<file path="src/rtl/serial_cmp_seq_if.sv">
// Handshake bundle for serial_cmp_seq: operand pair in, compare flags out.
// The master drives the operands and accepts results; the slave is the comparator.
interface serial_cmp_seq_if #(
    parameter int unsigned WIDTH = 8
) ();
    logic             in_valid;
    logic             in_ready;
    logic [WIDTH-1:0] a;
    logic [WIDTH-1:0] b;
    logic             out_valid;
    logic             out_ready;
    logic             agreqb;
    logic             aeqb;
    logic             busy;

    modport master (
        output in_valid, a, b, out_ready,
        input  in_ready, out_valid, agreqb, aeqb, busy
    );

    modport slave (
        input  in_valid, a, b, out_ready,
        output in_ready, out_valid, agreqb, aeqb, busy
    );
endinterface

</file>
<file path="src/rtl/serial_cmp_seq.sv">
// Serial magnitude comparator: walks one SLICE-bit compare slice across the operands, MSB first.
// Define EARLY_TERM_EN to finish as soon as the first differing slice is found.
module serial_cmp_seq #(
    parameter int unsigned WIDTH = 8,
    parameter int unsigned SLICE = 2
) (
    input logic             clk,
    input logic             rst_n,
    serial_cmp_seq_if.slave cmp_io
);
    localparam int unsigned NSLICE = (SLICE == 0) ? 1 : WIDTH / SLICE;
    localparam int unsigned IdxW   = (NSLICE > 1) ? $clog2(NSLICE) : 1;
    localparam bit          BadCfg = (SLICE == 0) ? 1'b1 : ((WIDTH % SLICE) != 0);

    if (BadCfg) begin : g_bad_cfg
        $error("serial_cmp_seq: WIDTH must be a nonzero multiple of SLICE");
    end

    typedef enum logic [1:0] {StIdle, StCmp, StDone} state_e;

    state_e            state_q, state_d;
    logic [WIDTH-1:0]  a_q, a_d, b_q, b_d;
    logic [IdxW-1:0]   idx_q, idx_d;
    logic              decided_q, decided_d;
    logic              gt_q, gt_d;
    logic              agreqb_q, agreqb_d;
    logic              aeqb_q, aeqb_d;

    logic [WIDTH-1:0]  a_sh, b_sh;
    logic [SLICE-1:0]  a_sl, b_sl;
    logic              term;

    always_comb begin
        state_d   = state_q;
        a_d       = a_q;
        b_d       = b_q;
        idx_d     = idx_q;
        decided_d = decided_q;
        gt_d      = gt_q;
        agreqb_d  = agreqb_q;
        aeqb_d    = aeqb_q;
        term      = 1'b0;

        a_sh = a_q >> (SLICE * idx_q);
        b_sh = b_q >> (SLICE * idx_q);
        a_sl = a_sh[SLICE-1:0];
        b_sl = b_sh[SLICE-1:0];

        unique case (state_q)
            StIdle: begin
                if (cmp_io.in_valid) begin
                    state_d   = StCmp;
                    a_d       = cmp_io.a;
                    b_d       = cmp_io.b;
                    idx_d     = IdxW'(NSLICE - 1);
                    decided_d = 1'b0;
                    gt_d      = 1'b0;
                end
            end
            StCmp: begin
                // Once a slice differs, lower slices cannot change the outcome.
                if (!decided_q) begin
                    if (a_sl > b_sl) begin
                        gt_d      = 1'b1;
                        decided_d = 1'b1;
                    end else if (a_sl < b_sl) begin
                        gt_d      = 1'b0;
                        decided_d = 1'b1;
                    end
                end
`ifdef EARLY_TERM_EN
                term = (idx_q == '0) || decided_d;
`else
                term = (idx_q == '0);
`endif
                if (term) begin
                    state_d  = StDone;
                    agreqb_d = decided_d ? gt_d : 1'b1;
                    aeqb_d   = !decided_d;
                end else begin
                    idx_d = idx_q - IdxW'(1);
                end
            end
            StDone: begin
                if (cmp_io.out_ready) begin
                    state_d  = StIdle;
                    agreqb_d = 1'b0;
                    aeqb_d   = 1'b0;
                end
            end
            default: state_d = StIdle;
        endcase
    end

    always_ff @(posedge clk or negedge rst_n) begin
        if (!rst_n) begin
            state_q   <= StIdle;
            a_q       <= '0;
            b_q       <= '0;
            idx_q     <= '0;
            decided_q <= 1'b0;
            gt_q      <= 1'b0;
            agreqb_q  <= 1'b0;
            aeqb_q    <= 1'b0;
        end else begin
            state_q   <= state_d;
            a_q       <= a_d;
            b_q       <= b_d;
            idx_q     <= idx_d;
            decided_q <= decided_d;
            gt_q      <= gt_d;
            agreqb_q  <= agreqb_d;
            aeqb_q    <= aeqb_d;
        end
    end

    assign cmp_io.in_ready  = (state_q == StIdle);
    assign cmp_io.out_valid = (state_q == StDone);
    assign cmp_io.busy      = (state_q != StIdle);
    assign cmp_io.agreqb    = agreqb_q;
    assign cmp_io.aeqb      = aeqb_q;
endmodule

</file>
<file path="src/flat_wrapper.sv">
// flat-port wrapper written by rule: the top's interface ports become plain ports
module serial_cmp_seq_flat 
#(
    parameter int unsigned WIDTH = 8,
    parameter int unsigned SLICE = 2
)
  (clk, rst_n, cmp_io_in_valid, cmp_io_a, cmp_io_b, cmp_io_out_ready, cmp_io_in_ready, cmp_io_out_valid, cmp_io_agreqb, cmp_io_aeqb, cmp_io_busy);
  serial_cmp_seq_if #(.WIDTH(WIDTH)) cmp_io_i ();
  input logic clk;
  input logic rst_n;
  input wire logic [$bits(cmp_io_i.in_valid)-1:0] cmp_io_in_valid;
  input wire logic [$bits(cmp_io_i.a)-1:0] cmp_io_a;
  input wire logic [$bits(cmp_io_i.b)-1:0] cmp_io_b;
  input wire logic [$bits(cmp_io_i.out_ready)-1:0] cmp_io_out_ready;
  output wire logic [$bits(cmp_io_i.in_ready)-1:0] cmp_io_in_ready;
  output wire logic [$bits(cmp_io_i.out_valid)-1:0] cmp_io_out_valid;
  output wire logic [$bits(cmp_io_i.agreqb)-1:0] cmp_io_agreqb;
  output wire logic [$bits(cmp_io_i.aeqb)-1:0] cmp_io_aeqb;
  output wire logic [$bits(cmp_io_i.busy)-1:0] cmp_io_busy;
  assign cmp_io_i.in_valid = cmp_io_in_valid;
  assign cmp_io_i.a = cmp_io_a;
  assign cmp_io_i.b = cmp_io_b;
  assign cmp_io_i.out_ready = cmp_io_out_ready;
  assign cmp_io_in_ready = cmp_io_i.in_ready;
  assign cmp_io_out_valid = cmp_io_i.out_valid;
  assign cmp_io_agreqb = cmp_io_i.agreqb;
  assign cmp_io_aeqb = cmp_io_i.aeqb;
  assign cmp_io_busy = cmp_io_i.busy;
  serial_cmp_seq #(.WIDTH(WIDTH), .SLICE(SLICE)) u_core (.clk(clk), .rst_n(rst_n), .cmp_io(cmp_io_i));
endmodule
</file>
<file path="config.mk">
export PLATFORM = sky130hd
export DESIGN_NAME = serial_cmp_seq_flat
export DESIGN_NICKNAME = d
export VERILOG_FILES = /design/src/rtl/serial_cmp_seq_if.sv /design/src/rtl/serial_cmp_seq.sv /design/src/flat_wrapper.sv
export SDC_FILE = /design/constraint.sdc
export NUM_CORES = 1
export LEC_CHECK = 0
export BUFFER_PORTS_ARGS = -buffer_cell sky130_fd_sc_hd__buf_2
export CORE_UTILIZATION = 55
export DETAILED_ROUTE_END_ITERATION = 10
export PLACE_DENSITY = 0.8
export RECOVER_POWER = 25
export REMOVE_ABC_BUFFERS = 1
export SLEW_MARGIN = 10
export SYNTH_ARGS = -nofsm -noshare
export SYNTH_HDL_FRONTEND = slang
export SYNTH_SLANG_ARGS = --single-unit
</file>
<file path="constraint.sdc">
create_clock -name clk -period 3.1 [get_ports clk]
set_clock_uncertainty 0.2 [all_clocks]
set_input_delay 0.155 -clock clk [delete_from_list [all_inputs] [get_ports clk]]
set_output_delay 0.155 -clock clk [all_outputs]
set_load 0.03 [all_outputs]
</file>
==> qor.yml <==
yosys.cell_types.count: 25
cts_resized: 0
drive_gt1_frac: 0.3657
fp.coreArea_um2: 2002
drc: 0
async_reset_ff_frac: 1.000
final_cell_mix: "dfrtp_1 (24), buf_2 (23), dlygate4sd3_1 (19)"
vias_per_cell: 5.503
dieArea_um2: 2356
fill_cells: 131
status: "completed"
final-hold-violation-count: 0
start_kind: "flop"
drtIter0Drc: 16
avgSynthCellArea_um2: 12.95
yosys_warnings: 0
fp.dieH_um: 48.54
clockBufferDepth: 2
rrSetupSlack_ns: 0.84
syn_area_um2: 1191
cp-end-kind: "flop"
grt_pass1_vias: 990
top_layer: "met4"
fin_nets: 159
setup_viol: 0
grt_max_degree: 25
row_count: 16
ys_seq_area_frac: 0.5042
wl_um: 2231
routedLengthMet1_um: 886
fin_crit_sh: 0.7284
ys_dominant_reg_cell: "dfrtp_1"
ys_seq_elements: 24
worst_hold_path_type: "flop to flop"
pwr_density_cell_nw_per_um2: 948.3
die_width_um: 48.54
cts.sinks: 24
grt_pass1_wl_um: 4257
cts_buffers: 3
grt_usage: 0.2370
peakVddDrop_mv: 0.5516
fin_util: 0.7644
rsz0062_at_grt: "no"
postSynthCellCount: 92
cts_tree: "yes"
met3_length_um: 68
cts_root_buffer: "clkbuf_4"
crit_fanout: 7
tightest_slew_ns: 1.233
firstDrtPassIters: 4
syn2layout_area_growth_pct: 28.47
antenna_found_initial: 0
n_antenna_cell: 0
maxCapViolCount: 0
grt_overflow: 0
maxSlewHeadroom: 0.1778
cp.required_ns: 3.12
cts.clk_slew.worst_paths_ns: 0.12
htreeDepth: 1
crit_arrival_ns: 2.27
ant_nets: 0
synth_edf_count: 0
insertion_delay_ns: 0.30
finalCriticalPeriod_ns: 2.258
final.setup.tns_ns: 0
post_drt_wl_per_cell_um: 13.86
critPathKind: "flop to flop"
portBuffers: 24
gp_congestion: 0.7318
timing.fmax_mhz: 442.9
num_vias: 886
final_common_cell: "dfrtp_1"
p_leak_nw: 0.7041
start_util: 0.5950
ios: 25
drv_slew: 0
cts_setup_buffers: 0
wl_met2_um: 1204
hpwlAfterDp_um: 1491
## cells in the mapped netlist (2+ instances only)
cell type	number	area [um^2]
dfrtp_1	24	600.6
mux4_2	4	90.09
nor2b_1	2	12.51
nor2_1	5	18.77
inv_1	7	26.28
nand2b_1	5	31.28
a2bb2oi_1	3	26.28
o21ai_0	3	15.01
ha_1	3	37.54
a21oi_1	3	15.01
mux2_2	17	191.4
buf_2	3	15.01
## path summary, 6_finish.rpt
check	end	depth (start not counted)	startpoint
min in group asynchronous	u_core.a_q[3]	2	rst_n
max in group asynchronous	u_core.b_q[0]	2	rst_n
worst min-delay path	u_core.a_q[4]	1	u_core.a_q[4]
worst max register to register	u_core.gt_q	5	u_core.idx_q[0]
worst min register to register	u_core.a_q[4]	1	u_core.a_q[4]
worst max-delay path	u_core.gt_q	5	u_core.idx_q[0]
## layout make-up
cell class / count / area [um^2] / share of cell area
Clock buffer: 3 / 22.52 / 0.01472
Inverter: 7 / 26.28 / 0.01717
Multi-Input combinational cell: 57 / 538.0 / 0.3516
Sequential cell: 24 / 600.6 / 0.3925
Tap cell: 27 / 33.78 / 0.02208
Timing Repair Buffer: 43 / 309.0 / 0.2020
## metal layers
metal / vias to the layer above / global-route usage
li1: 418 / -
met1: 434 / 0.2743
met2: 24 / 0.4413
met3: 10 / 0.03145
met4: 0 / 0.09314
met5: - / 0
## power by group
part | total [mW] | leakage [nW] | switching, mW | internal, mW
clock network | 0.128 | 0.0138 | 0.0824 | 0.0453
logic | 0.715 | 0.411 | 0.316 | 0.399
registers | 0.609 | 0.279 | 0.143 | 0.466
total | 1.45 | 0.704 | 0.541 | 0.910
## worst max-delay path, cell delays in order (launching register included)
cell and delay, ns:
dfrtp_1 0.57, mux4_2 0.56, ha_1 0.34, a211oi_1 0.22, o21ai_0 0.09, o21ai_0 0.20
## state kept, by name (all words and copies together), names as in the netlist
register	cells
u_core.a_q	8
u_core.b_q	8
u_core.idx_q	2
u_core.state_q	2
u_core.cmp_io.aeqb	1
u_core.cmp_io.agreqb	1
u_core.decided_q	1
u_core.gt_q	1
## kinds of logic after synthesis
logic type / count (synthesis) / share of synthesized area
buf+inv: 11 / 0.04412
flops: 24 / 0.5042
simple gates: 17 / 0.08823
mux: 22 / 0.2447
compound gates: 15 / 0.08719
fa+ha+maj: 3 / 0.03152
## through the flow
step	cells	worst slack (ns)	instance area [um^2]	power, mW	hold slack (ns)
2_1_floorplan	88	1.037	1165	1.134	-0.3406
3_3_place_gp	139	0.9610	1319	1.256	-0.04910
3_5_place_dp	139	0.8446	1319	1.309	-0.03742
4_1_cts	161	0.8223	1531	1.460	0.1507
5_1_grt	161	0.6944	1530	1.569	0.3300
6_report	161	0.8419	1530	1.451	0.3161
## timing repair
| action | CTS | global route |
|---|---|---|
| setup endpoints to repair | 0 | 0 |
| hold buffers | 19 | 0 |
| hold endpoints to repair | 43 | 0 |
Power figures use the tool's default switching activity.
